--- src/rtl/button_cmd_pkg.sv ---
// Shared types and constants for the button command queue.
//   cmd_t       : 3-bit game command code (5..7 never produced)
//   PRIO_ORDER  : arbitration order, highest priority first
//   rpt_state_t : auto-repeat FSM encoding
//   CNT_W       : width of the auto-repeat counters
package button_cmd_pkg;

   localparam int CNT_W    = 24;
   localparam int NUM_CMDS = 5;

   typedef enum logic [2:0] {
      CMD_ROTATE    = 3'd0,
      CMD_RIGHT     = 3'd1,
      CMD_LEFT      = 3'd2,
      CMD_SOFT_DROP = 3'd3,
      CMD_HARD_DROP = 3'd4
   } cmd_t;

   localparam cmd_t PRIO_ORDER [NUM_CMDS] = '{
      CMD_ROTATE, CMD_HARD_DROP, CMD_SOFT_DROP, CMD_LEFT, CMD_RIGHT
   };

   typedef enum logic [1:0] {
      RPT_IDLE   = 2'd0,
      RPT_DELAY  = 2'd1,
      RPT_REPEAT = 2'd2
   } rpt_state_t;

endpackage

--- src/rtl/auto_repeat_unit.sv ---
// DAS/ARR auto-repeat for one held button.
//   clk, rst_n : clock, async active-low reset
//   flush      : synchronous return to IDLE, suppresses tick
//   level      : synchronized held level
//   tick       : one-cycle repeat event (combinational from state/level)
// First tick comes DAS_DELAY cycles after the level is first sampled high,
// then every ARR_PERIOD cycles while it stays high.
module auto_repeat_unit
   import button_cmd_pkg::*;
#(
   parameter logic [CNT_W-1:0] DAS_DELAY  = 24'd6_000_000,
   parameter logic [CNT_W-1:0] ARR_PERIOD = 24'd1_500_000
) (
   input  logic clk,
   input  logic rst_n,
   input  logic flush,
   input  logic level,
   output logic tick
);

   localparam logic [CNT_W-1:0] DAS_LAST = DAS_DELAY - 24'd1;
   localparam logic [CNT_W-1:0] ARR_LAST = ARR_PERIOD - 24'd1;

   rpt_state_t       state_q, state_d;
   logic [CNT_W-1:0] cnt_q, cnt_d;

   always_comb begin
      state_d = state_q;
      cnt_d   = cnt_q;
      tick    = 1'b0;
      if (flush || !level) begin
         state_d = RPT_IDLE;
         cnt_d   = '0;
      end else begin
         unique case (state_q)
            RPT_IDLE: begin
               state_d = RPT_DELAY;
               cnt_d   = '0;
            end
            RPT_DELAY: begin
               if (cnt_q == DAS_LAST) begin
                  tick    = 1'b1;
                  state_d = RPT_REPEAT;
                  cnt_d   = '0;
               end else begin
                  cnt_d = cnt_q + 24'd1;
               end
            end
            RPT_REPEAT: begin
               if (cnt_q == ARR_LAST) begin
                  tick  = 1'b1;
                  cnt_d = '0;
               end else begin
                  cnt_d = cnt_q + 24'd1;
               end
            end
            default: begin
               state_d = RPT_IDLE;
               cnt_d   = '0;
            end
         endcase
      end
   end

   always_ff @(posedge clk or negedge rst_n) begin
      if (!rst_n) begin
         state_q <= RPT_IDLE;
         cnt_q   <= '0;
      end else begin
         state_q <= state_d;
         cnt_q   <= cnt_d;
      end
   end

endmodule

--- src/rtl/button_cmd_queue.sv ---
// Turns button press pulses and held levels (with auto-repeat on E/W/S)
// into a queued command stream for the game state machine.
//   I_PLS_BUTTON_*   : single-cycle press pulses
//   I_LVL_BUTTON_E/W/S : held levels feeding the auto-repeat units
//   I_FLUSH          : clears FIFO, pending flags, drop flag, repeat FSMs
//   O_CMD_VALID/O_CMD/I_CMD_READY : valid/ready output of the FIFO head
//   O_DROP           : one-cycle pulse when an event merged into a set flag
// Events set per-command pending flags; a fixed-priority arbiter moves one
// flag per cycle into the FIFO.
module button_cmd_queue
   import button_cmd_pkg::*;
#(
   parameter logic [CNT_W-1:0] DAS_DELAY  = 24'd6_000_000,
   parameter logic [CNT_W-1:0] ARR_PERIOD = 24'd1_500_000,
   parameter int               FIFO_DEPTH = 4
) (
   input  logic       clk,
   input  logic       rst_n,
   input  logic       I_PLS_BUTTON_C,
   input  logic       I_PLS_BUTTON_E,
   input  logic       I_PLS_BUTTON_W,
   input  logic       I_PLS_BUTTON_S,
   input  logic       I_PLS_BUTTON_N,
   input  logic       I_LVL_BUTTON_E,
   input  logic       I_LVL_BUTTON_W,
   input  logic       I_LVL_BUTTON_S,
   input  logic       I_FLUSH,
   output logic       O_CMD_VALID,
   output logic [2:0] O_CMD,
   input  logic       I_CMD_READY,
   output logic       O_DROP
);

   localparam int PTR_W = $clog2(FIFO_DEPTH);
   localparam int FCW   = PTR_W + 1;

   // Repeat units ordered E, W, S
   logic [2:0] rpt_lvl, rpt_tick;
   assign rpt_lvl = {I_LVL_BUTTON_S, I_LVL_BUTTON_W, I_LVL_BUTTON_E};

   for (genvar g = 0; g < 3; g++) begin : g_rpt
      auto_repeat_unit #(
         .DAS_DELAY (DAS_DELAY),
         .ARR_PERIOD(ARR_PERIOD)
      ) u_rpt (
         .clk  (clk),
         .rst_n(rst_n),
         .flush(I_FLUSH),
         .level(rpt_lvl[g]),
         .tick (rpt_tick[g])
      );
   end

   logic [NUM_CMDS-1:0] evt, clr, pend_q, pend_d;
   cmd_t                mem_q [FIFO_DEPTH];
   cmd_t                mem_d [FIFO_DEPTH];
   logic [PTR_W-1:0]    wr_ptr_q, wr_ptr_d, rd_ptr_q, rd_ptr_d;
   logic [FCW-1:0]      cnt_q, cnt_d;
   cmd_t                last_q, last_d, head, push_cmd;
   logic                drop_q, drop_d, full, push, pop;

   // Pulse and tick on one command OR together: a single event, never a drop
   always_comb begin
      evt                = '0;
      evt[CMD_ROTATE]    = I_PLS_BUTTON_C;
      evt[CMD_RIGHT]     = I_PLS_BUTTON_E | rpt_tick[0];
      evt[CMD_LEFT]      = I_PLS_BUTTON_W | rpt_tick[1];
      evt[CMD_SOFT_DROP] = I_PLS_BUTTON_S | rpt_tick[2];
      evt[CMD_HARD_DROP] = I_PLS_BUTTON_N;
   end

   assign full        = (cnt_q == FCW'(FIFO_DEPTH));
   assign O_CMD_VALID = (cnt_q != '0);
   // Empty FIFO shows the last head value rather than stale storage
   assign head        = O_CMD_VALID ? mem_q[rd_ptr_q] : last_q;
   assign O_CMD       = head;
   assign pop         = O_CMD_VALID & I_CMD_READY;
   assign O_DROP      = drop_q;

   // Fixed-priority pick: scan lowest to highest so the highest set wins.
   // Full blocks the push even when a pop frees a slot this cycle.
   always_comb begin
      push_cmd = CMD_ROTATE;
      clr      = '0;
      for (int i = NUM_CMDS - 1; i >= 0; i--) begin
         if (pend_q[PRIO_ORDER[i]]) push_cmd = PRIO_ORDER[i];
      end
      push = (|pend_q) & ~full;
      if (push) clr[push_cmd] = 1'b1;
   end

   always_comb begin
      // An event on the flag being cleared re-arms it without a drop
      pend_d   = (pend_q & ~clr) | evt;
      drop_d   = |(evt & pend_q & ~clr);
      mem_d    = mem_q;
      wr_ptr_d = wr_ptr_q;
      rd_ptr_d = rd_ptr_q;
      last_d   = head;
      if (push) begin
         mem_d[wr_ptr_q] = push_cmd;
         wr_ptr_d        = wr_ptr_q + PTR_W'(1);
      end
      if (pop) rd_ptr_d = rd_ptr_q + PTR_W'(1);
      cnt_d = cnt_q + FCW'(push) - FCW'(pop);
      if (I_FLUSH) begin
         pend_d   = '0;
         drop_d   = 1'b0;
         wr_ptr_d = '0;
         rd_ptr_d = '0;
         cnt_d    = '0;
      end
   end

   always_ff @(posedge clk or negedge rst_n) begin
      if (!rst_n) begin
         pend_q   <= '0;
         mem_q    <= '{default: CMD_ROTATE};
         wr_ptr_q <= '0;
         rd_ptr_q <= '0;
         cnt_q    <= '0;
         last_q   <= CMD_ROTATE;
         drop_q   <= 1'b0;
      end else begin
         pend_q   <= pend_d;
         mem_q    <= mem_d;
         wr_ptr_q <= wr_ptr_d;
         rd_ptr_q <= rd_ptr_d;
         cnt_q    <= cnt_d;
         last_q   <= last_d;
         drop_q   <= drop_d;
      end
   end

endmodule

--- config.mk ---
export PLATFORM = sky130hd
export DESIGN_NAME = button_cmd_queue
export DESIGN_NICKNAME = d
export VERILOG_FILES = /design/src/rtl/button_cmd_pkg.sv /design/src/rtl/auto_repeat_unit.sv /design/src/rtl/button_cmd_queue.sv
export SDC_FILE = /design/constraint.sdc
export NUM_CORES = 1
export LEC_CHECK = 0
export BUFFER_PORTS_ARGS = -buffer_cell sky130_fd_sc_hd__buf_2
export CORE_MARGIN = 1
export CORE_UTILIZATION = 39
export DETAILED_ROUTE_END_ITERATION = 7
export GPL_ROUTABILITY_DRIVEN = 1
export PLACE_DENSITY = 0.59
export SLEW_MARGIN = 10
export SYNTH_ARGS = -nofsm -noshare
export SYNTH_HDL_FRONTEND = slang
export SYNTH_SLANG_ARGS = --single-unit
--- constraint.sdc ---
create_clock -name clk -period 2.3 [get_ports clk]
set_input_delay 0.46 -clock clk [delete_from_list [all_inputs] [get_ports clk]]
set_output_delay 0.46 -clock clk [all_outputs]
set_load 0.01 [all_outputs]
# == Word-level counts from Yosys, hierarchy flattened ==
# Index checks and enable logic that the tools add are counted.
# op_classes
n_lt_le_gt_ge,5
addsub,7
shifts,0
multipliers,0
n_bitwise,13
n_reduce_logical,19
div_mod_pow,0
n_mux,55
n_eq_ne,19
# ops
op,count
24-bit two-way mux,9
24-bit case mux with 2 select lines,3
24-bit by 1-bit adder with 24-bit output (second input constant),3
24-bit by 21-bit == test with 1-bit output (second input constant),3
24-bit by 23-bit == test with 1-bit output (second input constant),3
3-bit two-way mux,9
2-bit two-way mux,10
2-bit case mux with 3 select lines,3
5-bit AND,3
12-bit bitwise mux,1
1-bit two-way mux,12
5-bit two-way mux,2
5-bit OR reduction,2
3-bit by 1-bit inequality test with 1-bit output (second input constant),3
3-bit binary-select mux with 2-bit select,1
3-bit demux with 2-bit select,1
2-bit by 1-bit == test with 1-bit output (second input constant),3
2-bit == test (second input constant),3
3-bit >= comparator (second input constant),2
2-bit logical NOT,3
2-bit by 1-bit inequality test with 1-bit output (second input constant),3
2-bit NOT with 3-bit output,2
1-bit case mux with 2 select lines,3
2-bit AND reduction,3
18 further kinds,28
# word_totals
ram_bits,0
rom_bits,0
ff_bits,106
output_inout_bits,5
word_cells,134
n_memories,0
latch_bits,0

# == Depth between registers and ports, before layout ==
# depth
ltp_word,14
ltp_mapped,11
mapped_depth_nobuf,10

# == By module ==
# A second synthesis with hierarchy kept.
# hier_totals
hier_cells,630
hier_area_um2,6233.5
# modules_own_cells
module,cells_per_inst,n_inst,area_per_inst_um2
auto_repeat_unit,171,3,1610.3
button_cmd_queue,117,1,1402.6

# == Least setup slack after synthesis ==
# No wires, ideal clock.
# synth_timing
kind,reg-to-reg
from,register pend_q[0]
to,register cnt_q[2]
setup_time_ns,0.132
required_ns,2.168
path_stages_with_launch,12
slack_ns,-0.103
t_arrival_ns,2.271
n_path_buf,1
path_cell_list,dfrtp_1 -> or2_2 -> clkbuf_1 -> nor2_1 -> a21oi_1 -> inv_1 -> ha_1 -> inv_1 -> ha_1 -> fa_1 -> xnor2_1 -> nor2_1
# synth_between
elab_chain_len,5
# synth_rtl
item,line,text
from (decl),button_cmd_queue.sv:54,"logic [NUM_CMDS-1:0] evt, clr, pend_q, pend_d;"
from (signal assigned),button_cmd_queue.sv:125,pend_q <= pend_d;
5-bit OR reduction,button_cmd_queue.sv:88,push = (|pend_q) & ~full;
1-bit AND,button_cmd_queue.sv:88,
3-bit by 1-bit adder with 3-bit output,button_cmd_queue.sv:105,cnt_d = cnt_q + FCW'(push) - FCW'(pop);
3-bit by 1-bit subtractor with 3-bit output,button_cmd_queue.sv:105,
3-bit two-way mux,button_cmd_queue.sv:106,if (I_FLUSH) begin
via cnt_d[2],button_cmd_queue.sv:58,"logic [FCW-1:0] cnt_q, cnt_d;"
to (signal assigned),button_cmd_queue.sv:129,cnt_q <= cnt_d;
to (decl),button_cmd_queue.sv:58,
# The timed path passes the listed nets, and every way through them passes these cells.
# A chain may end at the register's enable or synchronous reset.

# == Final worst setup path ==
# layout_timing
from,register rd_ptr_q[0]
to,output O_CMD[2]
# layout_between
elab_chain_len,5
# layout_rtl
item,line,text
from (decl),button_cmd_queue.sv:57,"logic [PTR_W-1:0] wr_ptr_q, wr_ptr_d, rd_ptr_q, rd_ptr_d;"
from (signal assigned),button_cmd_queue.sv:128,rd_ptr_q <= rd_ptr_d;
2-bit NOT with 3-bit output (not written as such),button_cmd_queue.sv:75,assign head = O_CMD_VALID ? mem_q[rd_ptr_q] : last_q;
3-bit binary-select mux with 2-bit select,button_cmd_queue.sv:75,
3-bit two-way mux (not written as such) (2 in series),button_cmd_queue.sv:75,
3-bit two-way mux,button_cmd_queue.sv:75,
to (decl),button_cmd_queue.sv:29,"output logic [2:0] O_CMD,"
# Every way passes these cells. The select of a mux whose other input is x is not followed.

==> flow_summary.ini <==
[synthesis]
largest_family_of_logic_cells_by_synthesized_area = simple AND/OR/NAND/NOR gates
synth-main-ff-cell = dfrtp_1
postSynth.asyncResetShare_pct = 100
synth-xor-area-share_pct = 10.8
synthMuxAreaShare_pct = 4.28
yosys_register_bits = 106
synthesis.area_per_instance_um2 = 9.87
netlist_instances = 583
post_synth_edffs = 0
synth_top_cell_by_area = dfrtp_1
yosys_warnings = 0
syn-num-nets = 617
synth_largest_type_area_fraction_pct = 46.1
synth.top_cells.by_area = dfrtp_1, nor2_1, xor2_1
post_synthesis_cell_area_um2 = 5750
yosys.cell_types.count = 50
synth_simple_gate_area_share_pct = 25.9
yosysSeqAreaShare_pct = 46.1
synth-compound-area-share_pct = 4.63
synth_fa_ha_area_share_pct = 4.91

[routing]
drt_wl_total_um = 11700
wire_per_inst_um = 14.7
drcViolationCount = 0
drt_iter0_drc = 314
via_per_inst = 5.31
vias = 4229
antenna_left = 0
firstDrtPassIters = 4

[outcome]
outcome = completed

[placed_design]
port_buffers = 16
place.detailed.hpwl_um = 8080
place_area_um2 = 6140
final_replace_weighted_congestion = 0.844

[clocking]
post-cts-setup-buffer-count = 0
clock_h_tree_levels = 3
clk_latency_ps = 360
clock-root-buffer = clkbuf_16
clk_pin_slew_ps = 70
tritoncts = yes
clk_path_buf_depth = 2
cts_sinks = 106
inserted_clock_buffers = 9

[timing]
whs_ps = 358
slew_viol_final = 0
fin_skew_ps = 8.92
timing.setup.tns_ps = 0
final.min_clock_period_ps = 2220
rsz_0062_raised_after_global_routing = no
worst_tran_pin_value_ps = 525
timing.max_slew.rel_slack_pct = 65.0
fmax_ghz = 0.451
min_period_over_period_pct = 96.4
timing.final.hold_violations = 0
final-setup-viol-count = 0

[worst_setup_path]
regToRegSetupSlack_ps = 120
max_fo_critical_path = 5
worstPathBufferInverterCount = 1
worst-endpoint-arrival_ps = 1760
critical_path_class = reg2out
max_stage_delay_ps = 520
cpLargestDelayFamily = multiplexers
rr_worst_depth = 8
rr_endpoint = cnt_q[2]
worst-endpoint-required_ps = 1840
crit-reg2reg-launch = cnt_q[0]
critical_path.startpoint_type = flip-flop
end_kind = primary output
crit_path_top_delay_cell = mux4_2
critical_path.cell_chain = mux4_2, mux2_2, buf_2

[power_and_ir_drop]
seq_pwr_share_pct = 48.2
p_int_mw = 3.22
power_density_cells_nw_per_um2 = 693
switching_power_mw = 1.25
clock_power_share_pct = 32.9
power.share.combinational_pct = 19.0
power.share.switching_pct = 27.9
ir_worst_vdd_uv = 372
power.leakage_nw = 2.61

[cells_and_area]
postLayoutCoreUtil_pct = 44.5
mostFrequentLayoutCell = dfrtp_1
nFillCells = 1391
nets = 641
layout_cell_share_with_drive_strength_beyond_1_pct = 12.4
synthToLayoutAreaGrowth_pct = 12.0
finish.instance_area_um2 = 6440
n_antenna_cell = 0
final_cell_mix = dfrtp_1, nor2_1, xor2_1

[hold_path]
hold-path-cell-count = 2
hold_path_end = pend_q[1]
worst_hold_path_type = in2reg
timing.hold.worst.start = I_PLS_BUTTON_E

[run]
timing.max_cap.violations = 0

[global_route]
grt_antenna_before_repair = 0
via_count_of_the_first_global_routing_pass = 4207
globalRouteTotalUtil_pct = 16.8
grt_start_max_net_pins = 64
first_pass_grt_wire_length_um = 20000
grt_remaining_overflow = 0

[die]
chipHeight_um = 123
num_io_pins = 17
initial_core_util_pct = 39.7
core_area_um2 = 14500
fp-row-count = 44
die_area_um2 = 15200
die_w_um = 123
## cells in the mapped netlist, types with 6 or more instances
master,n
nor3_1,13
nand3_1,29
nor2_1,96
mux2_2,15
inv_1,26
ha_1,21
clkbuf_1,13
a21oi_1,14
nand4_1,26
nand2_1,33
xor2_1,41
nor4bb_1,16
and3_1,10
xnor2_1,30
and4_1,12
dfrtp_1,106
o21ai_0,12
nor4_1,6
and2_1,7
## worst register-to-register path, delay by kind of cell (launching register included)
family                     cells  cell delay, ps
buffers and inverters          1              40
and+or+nand+nor                3             630
adders and majority gates      3             820
xor gates and xnor gates       1             160
DFF                            1             410
## power by group through the flow
stage | sequential (mW) | combinational (mW) | clock, mW
after floorplan | 2.14 | 0.610 | 0
after global placement | 2.17 | 0.805 | 0
after detailed placement | 2.19 | 0.841 | 0
after CTS | 2.15 | 0.848 | 1.53
after global routing | 2.17 | 0.960 | 1.60
final | 2.15 | 0.846 | 1.47
## kinds of logic (layout without fill, tap and decap cells)
logic type / after synthesis / after routing
DFF: 106 / 106
and+or+nand+nor: 275 / 275
AOI/OAI and AO/OA: 44 / 44
adders and majority gates: 22 / 22
muxes: 19 / 19
buffers and inverters: 46 / 75
xor gates and xnor gates: 71 / 71
## through the flow
step	cells	setup WS (ps)	power, mW
detailed placement	779	93.6	3.03
finish	796	82.9	4.47
global route	796	10.8	4.73
floorplan	583	16.5	2.75
global placement	779	160	2.98
CTS	796	53.6	4.53
## cell type report
| class | count | area [µm²] | area share [%] |
|---|---|---|---|
| clock buffer | 10 | 229 | 3.55 |
| clock inverter | 6 | 46.3 | 0.718 |
| inverter | 26 | 97.6 | 1.51 |
| multi-input combinational | 431 | 2920 | 45.4 |
| sequential | 106 | 2650 | 41.2 |
| tap | 184 | 230 | 3.57 |
| timing repair buffer | 33 | 263 | 4.08 |
## flip-flops by register name, summed over array words and instances (netlist names)
signal and count:
g_rpt.u_rpt.cnt_q 72, rd_ptr_q 2, wr_ptr_q 2, cnt_q 3, O_DROP 1, mem_q 12
g_rpt.u_rpt.state_q 6, last_q 3, pend_q 5
## layer usage
metal | share of wire (%) | vias up | GRT usage (%)
met5 | 0 | - | 0
li1 | - | 2076 | -
met4 | 2.1 | 0 | 7.76
met3 | 2.2 | 16 | 2.81
met2 | 47 | 44 | 27.5
met1 | 49 | 2093 | 21.6
## repair_timing
item                                   CTS  global route
gates resized for setup                  1             3
setup endpoints to repair                3             2
pin swaps                                0             0
endpoints found under the hold margin    3             0
hold buffers                             1             0
## worst max-delay path by stage
| stage | startpoint | to | slack (ps) | depth (start not counted) |
|---|---|---|---|---|
| 2_1_floorplan | cnt_q[1] | cnt_q[2] | 20 | 9 |
| 3_3_place_gp | cnt_q[0] | cnt_q[2] | 160 | 8 |
| 3_5_place_dp | cnt_q[0] | cnt_q[2] | 90 | 8 |
| 4_1_cts | rd_ptr_q[0] | O_CMD[2] | 50 | 3 |
| 5_1_grt | cnt_q[0] | cnt_q[2] | 10 | 8 |
| 6_report | rd_ptr_q[0] | O_CMD[2] | 80 | 3 |
Note: power is estimated with default switching activity, not from simulation.
